==> src/rtl/time_display_pkg.sv <==
// Shared constants, state encoding and glyph bit addressing for the time-display plotter.
package time_display_pkg;

    localparam int GLYPH_W    = 5;
    localparam int GLYPH_H    = 8;
    localparam int NUM_CHARS  = 5;
    localparam int GLYPH_BITS = GLYPH_W * GLYPH_H;

    typedef enum logic [1:0] {
        S_IDLE = 2'd0,
        S_DRAW = 2'd1,
        S_DONE = 2'd2
    } plot_state_t;

    // Row r occupies bits [5r+4:5r]; column 0 is the leftmost pixel.
    function automatic logic [5:0] glyph_bit(input logic [2:0] row, input logic [2:0] col);
        return 6'(int'(row) * GLYPH_W + int'(col));
    endfunction

endpackage

==> src/rtl/plot_scan_counter.sv <==
// Nested char/row/sy/col/sx counter chain walking every magnified glyph pixel in raster order.
module plot_scan_counter
    import time_display_pkg::*;
#(
    parameter int SCALE = 1
) (
    input  logic       clock,
    input  logic       reset,
    input  logic       clear,
    input  logic       advance,
    output logic [2:0] char_idx,
    output logic [2:0] row,
    output logic [1:0] sy,
    output logic [2:0] col,
    output logic [1:0] sx,
    output logic       last
);

    localparam logic [1:0] SUB_MAX  = 2'(SCALE - 1);
    localparam logic [2:0] COL_MAX  = 3'(GLYPH_W - 1);
    localparam logic [2:0] ROW_MAX  = 3'(GLYPH_H - 1);
    localparam logic [2:0] CHAR_MAX = 3'(NUM_CHARS - 1);

    logic sx_end, col_end, sy_end, row_end, char_end;

    assign sx_end   = (sx == SUB_MAX);
    assign col_end  = (col == COL_MAX);
    assign sy_end   = (sy == SUB_MAX);
    assign row_end  = (row == ROW_MAX);
    assign char_end = (char_idx == CHAR_MAX);
    assign last     = sx_end && col_end && sy_end && row_end && char_end;

    // The chain wraps back to all-zero after the final pixel.
    always_ff @(posedge clock) begin
        if (reset || clear) begin
            char_idx <= '0;
            row      <= '0;
            sy       <= '0;
            col      <= '0;
            sx       <= '0;
        end else if (advance) begin
            sx <= sx_end ? '0 : sx + 2'd1;
            if (sx_end) begin
                col <= col_end ? '0 : col + 3'd1;
                if (col_end) begin
                    sy <= sy_end ? '0 : sy + 2'd1;
                    if (sy_end) begin
                        row <= row_end ? '0 : row + 3'd1;
                        if (row_end) begin
                            char_idx <= char_end ? '0 : char_idx + 3'd1;
                        end
                    end
                end
            end
        end
    end

endmodule

==> src/rtl/time_display_plotter.sv <==
// Renders five latched MM:SS glyphs into the framebuffer write port, one pixel per clock.
//   state  | meaning
//   S_IDLE | waiting for start; first pixel is emitted on the accepting edge
//   S_DRAW | emitting remaining pixels; last_q marks that the final pixel is on the port
//   S_DONE | single-cycle completion, start ignored
module time_display_plotter
    import time_display_pkg::*;
#(
    parameter int SCALE      = 1,
    parameter int CHAR_PITCH = 6 * SCALE
) (
    input  logic        clock,
    input  logic        reset,
    input  logic        start,
    input  logic [7:0]  originX,
    input  logic [6:0]  originY,
    input  logic [2:0]  fgColour,
    input  logic [2:0]  bgColour,
    input  logic [39:0] displayMin2,
    input  logic [39:0] displayMin1,
    input  logic [39:0] displayColon,
    input  logic [39:0] displaySec2,
    input  logic [39:0] displaySec1,
    output logic [7:0]  x,
    output logic [6:0]  y,
    output logic [2:0]  colour,
    output logic        plot,
    output logic        busy,
    output logic        done
);

    plot_state_t state, state_d;

    logic [NUM_CHARS-1:0][GLYPH_BITS-1:0] glyphs_in, glyphs_q, glyphs_src;
    logic [7:0] org_x_q, org_x_src;
    logic [6:0] org_y_q, org_y_src;
    logic [2:0] fg_q, bg_q, fg_src, bg_src;

    logic       last_q, last_d;
    logic       latch_en, scan_clear, scan_advance;
    logic [7:0] x_d, px_x;
    logic [6:0] y_d, px_y;
    logic [2:0] colour_d, px_colour;
    logic       plot_d, busy_d, done_d;

    logic [2:0] char_idx, row, col;
    logic [1:0] sy, sx;
    logic       scan_last;

    plot_scan_counter #(.SCALE(SCALE)) u_scan (
        .clock    (clock),
        .reset    (reset),
        .clear    (scan_clear),
        .advance  (scan_advance),
        .char_idx (char_idx),
        .row      (row),
        .sy       (sy),
        .col      (col),
        .sx       (sx),
        .last     (scan_last)
    );

    assign glyphs_in = {displaySec1, displaySec2, displayColon, displayMin1, displayMin2};

    // The accepting edge draws pixel 0 straight from the inputs; later pixels use the latch.
    assign glyphs_src = (state == S_IDLE) ? glyphs_in : glyphs_q;
    assign org_x_src  = (state == S_IDLE) ? originX   : org_x_q;
    assign org_y_src  = (state == S_IDLE) ? originY   : org_y_q;
    assign fg_src     = (state == S_IDLE) ? fgColour  : fg_q;
    assign bg_src     = (state == S_IDLE) ? bgColour  : bg_q;

    assign px_x = org_x_src + 8'(int'(char_idx) * CHAR_PITCH) + 8'(int'(col) * SCALE) + 8'(sx);
    assign px_y = org_y_src + 7'(int'(row) * SCALE) + 7'(sy);
    assign px_colour = glyphs_src[char_idx][glyph_bit(row, col)] ? fg_src : bg_src;

    always_comb begin
        state_d      = state;
        last_d       = last_q;
        x_d          = x;
        y_d          = y;
        colour_d     = colour;
        plot_d       = 1'b0;
        busy_d       = 1'b0;
        done_d       = 1'b0;
        latch_en     = 1'b0;
        scan_clear   = 1'b0;
        scan_advance = 1'b0;
        case (state)
            S_IDLE: begin
                scan_clear = !start;
                if (start) begin
                    latch_en     = 1'b1;
                    scan_advance = 1'b1;
                    x_d          = px_x;
                    y_d          = px_y;
                    colour_d     = px_colour;
                    plot_d       = 1'b1;
                    busy_d       = 1'b1;
                    last_d       = scan_last;
                    state_d      = S_DRAW;
                end
            end
            S_DRAW: begin
                busy_d = 1'b1;
                if (last_q) begin
                    done_d  = 1'b1;
                    last_d  = 1'b0;
                    state_d = S_DONE;
                end else begin
                    scan_advance = 1'b1;
                    x_d          = px_x;
                    y_d          = px_y;
                    colour_d     = px_colour;
                    plot_d       = 1'b1;
                    last_d       = scan_last;
                end
            end
            S_DONE: begin
                state_d = S_IDLE;
            end
            default: begin
                state_d = S_IDLE;
            end
        endcase
    end

    always_ff @(posedge clock) begin
        if (reset) begin
            state  <= S_IDLE;
            last_q <= 1'b0;
            x      <= '0;
            y      <= '0;
            colour <= '0;
            plot   <= 1'b0;
            busy   <= 1'b0;
            done   <= 1'b0;
        end else begin
            state  <= state_d;
            last_q <= last_d;
            x      <= x_d;
            y      <= y_d;
            colour <= colour_d;
            plot   <= plot_d;
            busy   <= busy_d;
            done   <= done_d;
        end
    end

    always_ff @(posedge clock) begin
        if (latch_en) begin
            glyphs_q <= glyphs_in;
            org_x_q  <= originX;
            org_y_q  <= originY;
            fg_q     <= fgColour;
            bg_q     <= bgColour;
        end
    end

endmodule
==> config.mk <==
export PLATFORM = sky130hd
export DESIGN_NAME = time_display_plotter
export DESIGN_NICKNAME = d
export VERILOG_FILES = /design/src/rtl/time_display_pkg.sv /design/src/rtl/plot_scan_counter.sv /design/src/rtl/time_display_plotter.sv
export SDC_FILE = /design/constraint.sdc
export NUM_CORES = 1
export LEC_CHECK = 0
export BUFFER_PORTS_ARGS = -buffer_cell sky130_fd_sc_hd__buf_2
export CORE_MARGIN = 1
export CORE_UTILIZATION = 56
export DETAILED_ROUTE_END_ITERATION = 8
export PLACE_DENSITY = 0.91
export SLEW_MARGIN = 5
export SYNTH_ARGS = -nofsm -noshare
export SYNTH_HDL_FRONTEND = slang
export SYNTH_HIERARCHICAL = 1
export SYNTH_SLANG_ARGS = --single-unit
==> constraint.sdc <==
create_clock -name clock -period 7.93 [get_ports clock]
set_input_delay 0.3965 -clock clock [delete_from_list [all_inputs] [get_ports clock]]
set_output_delay 0.3965 -clock clock [all_outputs]
set_load 0.02 [all_outputs]
==> flow_summary_export.csv <==
group,metric,value,unit
critical_path,crit_type,"reg -> reg",
critical_path,r2r_cells,10,
clock_network,cts.clk_slew.worst_paths,0.06,ns
clock_network,clk_path_buf_depth,3,
critical_path,cp_top_family,"compound AO/OA/AOI/OAI gates",
routing,wl_per_cell,24.4,um
clock_network,holdBufCountCts,0,
global_routing,grt_usage,32.2,%
timing,min_period_over_period,57.9,%
finish,areaGrowthSynthToFinish,16.2,%
critical_path,cp_cell_sequence,"buf_4 -> or2_4 -> buf_12 -> mux4_2 -> mux2_2 -> a221o_1 -> o311ai_0 -> a2111o_1 -> o211a_4 -> o311ai_2",
global_routing,gr-total-overflow,0,
critical_path,cp-end-kind,"flip-flop",
die,ios,245,
critical_path,required,8.33,ns
timing,finClkSkew,0.0217,ns
synthesis,synth_warnings,6,
timing,finalHoldViolCount,0,
critical_path,critPathMaxFanout,95,
synthesis,synth_cell_types,80,
clock_network,worstSkewPairLatency,0.56,ns
power_and_ir_drop,switching_power,0.837,mW
synthesis,seq_area_frac_synth,54.8,%
placement,io_buffers,244,
placement,detailed_place_hpwl,26200,um
global_routing,grt_pass1_vias,10500,
timing,rsz0062_at_grt,"no",
timing,setup_tns,0,ns
synthesis,synth.cell_area,0.0135,mm2
critical_path,cp_num_buf_inv,2,
critical_path,slowest_stage,"or2_4",
timing,min_period,4.59,ns
finish,fill_cells,1651,
power_and_ir_drop,p_int,2.48,mW
timing,setup_viol,0,
die,die_x,157,um
timing,drv_slew,0,
power_and_ir_drop,p_sw_share,25.2,%
critical_path,r2r_start,"state[0]",
global_routing,grt_pass1_wl,59700,um
routing,antenna_left,0,
timing,holdWs,0.0273,ns
synthesis,ys_ff_latch,258,
power_and_ir_drop,p_comb_share,13.4,%
hold_path,hold_class,"in -> reg",
timing,max_clock_freq,218,MHz
synthesis,yosysTopAreaCell,"edfxtp_1",
clock_network,cts_root_buf,"clkbuf_16",
synthesis,synth_top_area_share,49.3,%
synthesis,synth_edf_count,221,
timing,relSlewSlack,27.6,%
clock_network,cts_tree,"yes",
power_and_ir_drop,ir_drop,0.184,mV
die,initial_core_util,57.1,%
outcome,outcome,"complete, no violations",
clock_network,cts_num_sinks,258,
hold_path,hold_depth,1,
placement,gp_congestion,0.905,
synthesis,ys.flop_type,"edfxtp_1",
critical_path,path_depth,10,
clock_network,cts_resized,0,
global_routing,grt_max_degree,187,
synthesis,netlist_instances,1079,
finish,nets,1558,
routing,first_iter_violations,1635,
run,drv_cap,0,
hold_path,worstHoldStart,"displaySec2[1]",
routing,via_per_inst,6.62,
clock_network,cts_buffers,28,
power_and_ir_drop,seqPwrFrac,48.4,%
power_and_ir_drop,p_clk_share,38.2,%
die,core,0.0235,mm2
synthesis,avgSynthCellArea,12.5,um2
synthesis,synth.net_count,1349,
timing,tightest_slew,1.08,ns
routing,via_count,10800,
routing,drt-total-wl,39900,um
power_and_ir_drop,p_leak,6.05,nW
critical_path,max_stage_delay,0.71,ns
die,die_h,157,um
die,rows,56,
routing,drt_pass1_iterations,6,
critical_path,arrival,4.99,ns
critical_path,crit_path_start_kind,"flip-flop",
die,dieArea,0.0246,mm2
finish,drive_gt1_share,29.9,%
power_and_ir_drop,powerDensity,212,mW/mm2
clock_network,cts_setup_buffers,0,
routing,drc_errors,0,
synthesis,async_flop_share,0,%
clock_network,htreeDepth,1,
synthesis,netlist_top_cells_area,"edfxtp_1 49%, dfxtp_1 5.5%, mux4_2 5.4%, mux2i_1 4.1%, nand2_1 3.9%",
global_routing,antenna_found_initial,9,
critical_path,critPathLaunch,"state[0]",
[power by group through the flow]
stage	clock network, mW	registers, mW	logic (mW)
2_1_floorplan	0	1.65	0.268
3_3_place_gp	0	1.62	0.413
3_5_place_dp	0	1.63	0.426
4_1_cts	1.26	1.60	0.434
5_1_grt	1.31	1.61	0.470
6_report	1.27	1.60	0.444
[registers in the layout, indices dropped and copies added, names as in the netlist, 2 cells and up]
signal           flops
bg_q                 3
colour               3
fg_q                 3
glyphs_q           200
org_x_q              8
org_y_q              7
state                2
u_scan/char_idx      3
u_scan/col           3
u_scan/row           3
u_scan/sx            2
u_scan/sy            2
x                    8
y                    7
[metal layers]
layer  up-vias  wire (um)  global-route usage (%)  share of wire, %
li1       4593          -                       -                 -
met4         0       2450                    19.2               6.1
met1      5185      14100                    40.1                35
met2       858      18800                    52.2                47
met5         -          0                       0                 0
met3       187       4590                    6.31                11
[cells in the mapped netlist, drive strengths merged (27+ instances only)]
master / n
a21oi: 77
buf: 44
clkbuf: 33
dfxtp: 37
edfxtp: 221
ha: 37
inv: 27
mux2i: 55
mux4: 32
nand2: 141
nor2: 30
o21ai: 44
or3b: 28
[cells in the final DEF (no fill, tap or decap), types with 29 or more instances in the layout]
| cell | instances |
|---|---|
| mux4_2 | 32 |
| a21oi_1 | 77 |
| o21ai_0 | 44 |
| buf_2 | 244 |
| clkbuf_16 | 29 |
| nand2_1 | 141 |
| dfxtp_1 | 34 |
| nor2_1 | 29 |
| ha_1 | 37 |
| edfxtp_1 | 221 |
| mux2i_1 | 55 |
[logic make-up (layout without fill, tap and decap cells)]
family | Yosys count | count (layout) | synth area share (%)
flip-flops | 258 | 258 | 54.8
multiplexers | 104 | 104 | 10.9
AND/OR/NAND/NOR | 292 | 292 | 11.2
AO/OA/AOI/OAI | 254 | 254 | 12.9
buffers and inverters | 107 | 336 | 4.22
XOR/XNOR | 18 | 18 | 1.17
other | 0 | 9 | 0
adder cells (fa/ha/maj) | 46 | 46 | 4.78
[final cells by class]
type | instances | area, um2 | share of cell area [%]
Sequential cell | 258 | 7380 | 47.2
Multi-Input combinational cell | 714 | 5510 | 35.3
Timing Repair Buffer | 256 | 1340 | 8.55
Clock buffer | 40 | 797 | 5.10
Tap cell | 319 | 399 | 2.55
Inverter | 30 | 113 | 0.720
Clock inverter | 10 | 75.1 | 0.480
Antenna cell | 9 | 22.5 | 0.144
[metrics by stage]
stage | area [um2] | utilization (%) | std cells | setup slack [ns] | power, mW
2_1_floorplan | 13500 | - | 1079 | 0.646 | 1.92
3_3_place_gp | 14700 | 62.6 | 1577 | 3.61 | 2.04
3_5_place_dp | 14700 | 62.6 | 1577 | 3.51 | 2.05
4_1_cts | 15600 | 66.3 | 1627 | 3.43 | 3.30
5_1_grt | 15600 | 66.4 | 1634 | 3.20 | 3.39
6_report | 15600 | 66.4 | 1636 | 3.34 | 3.32
[path summary, 6_finish.rpt]
path / end / slack [ns]
setup / recovery: colour[0] / 3.34
hold / removal: glyphs_q[121] / 0.03
setup reg to reg: colour[0] / 3.34
hold reg to reg: y[1] / 0.45
No activity file was read; power rests on OpenSTA's default activity.
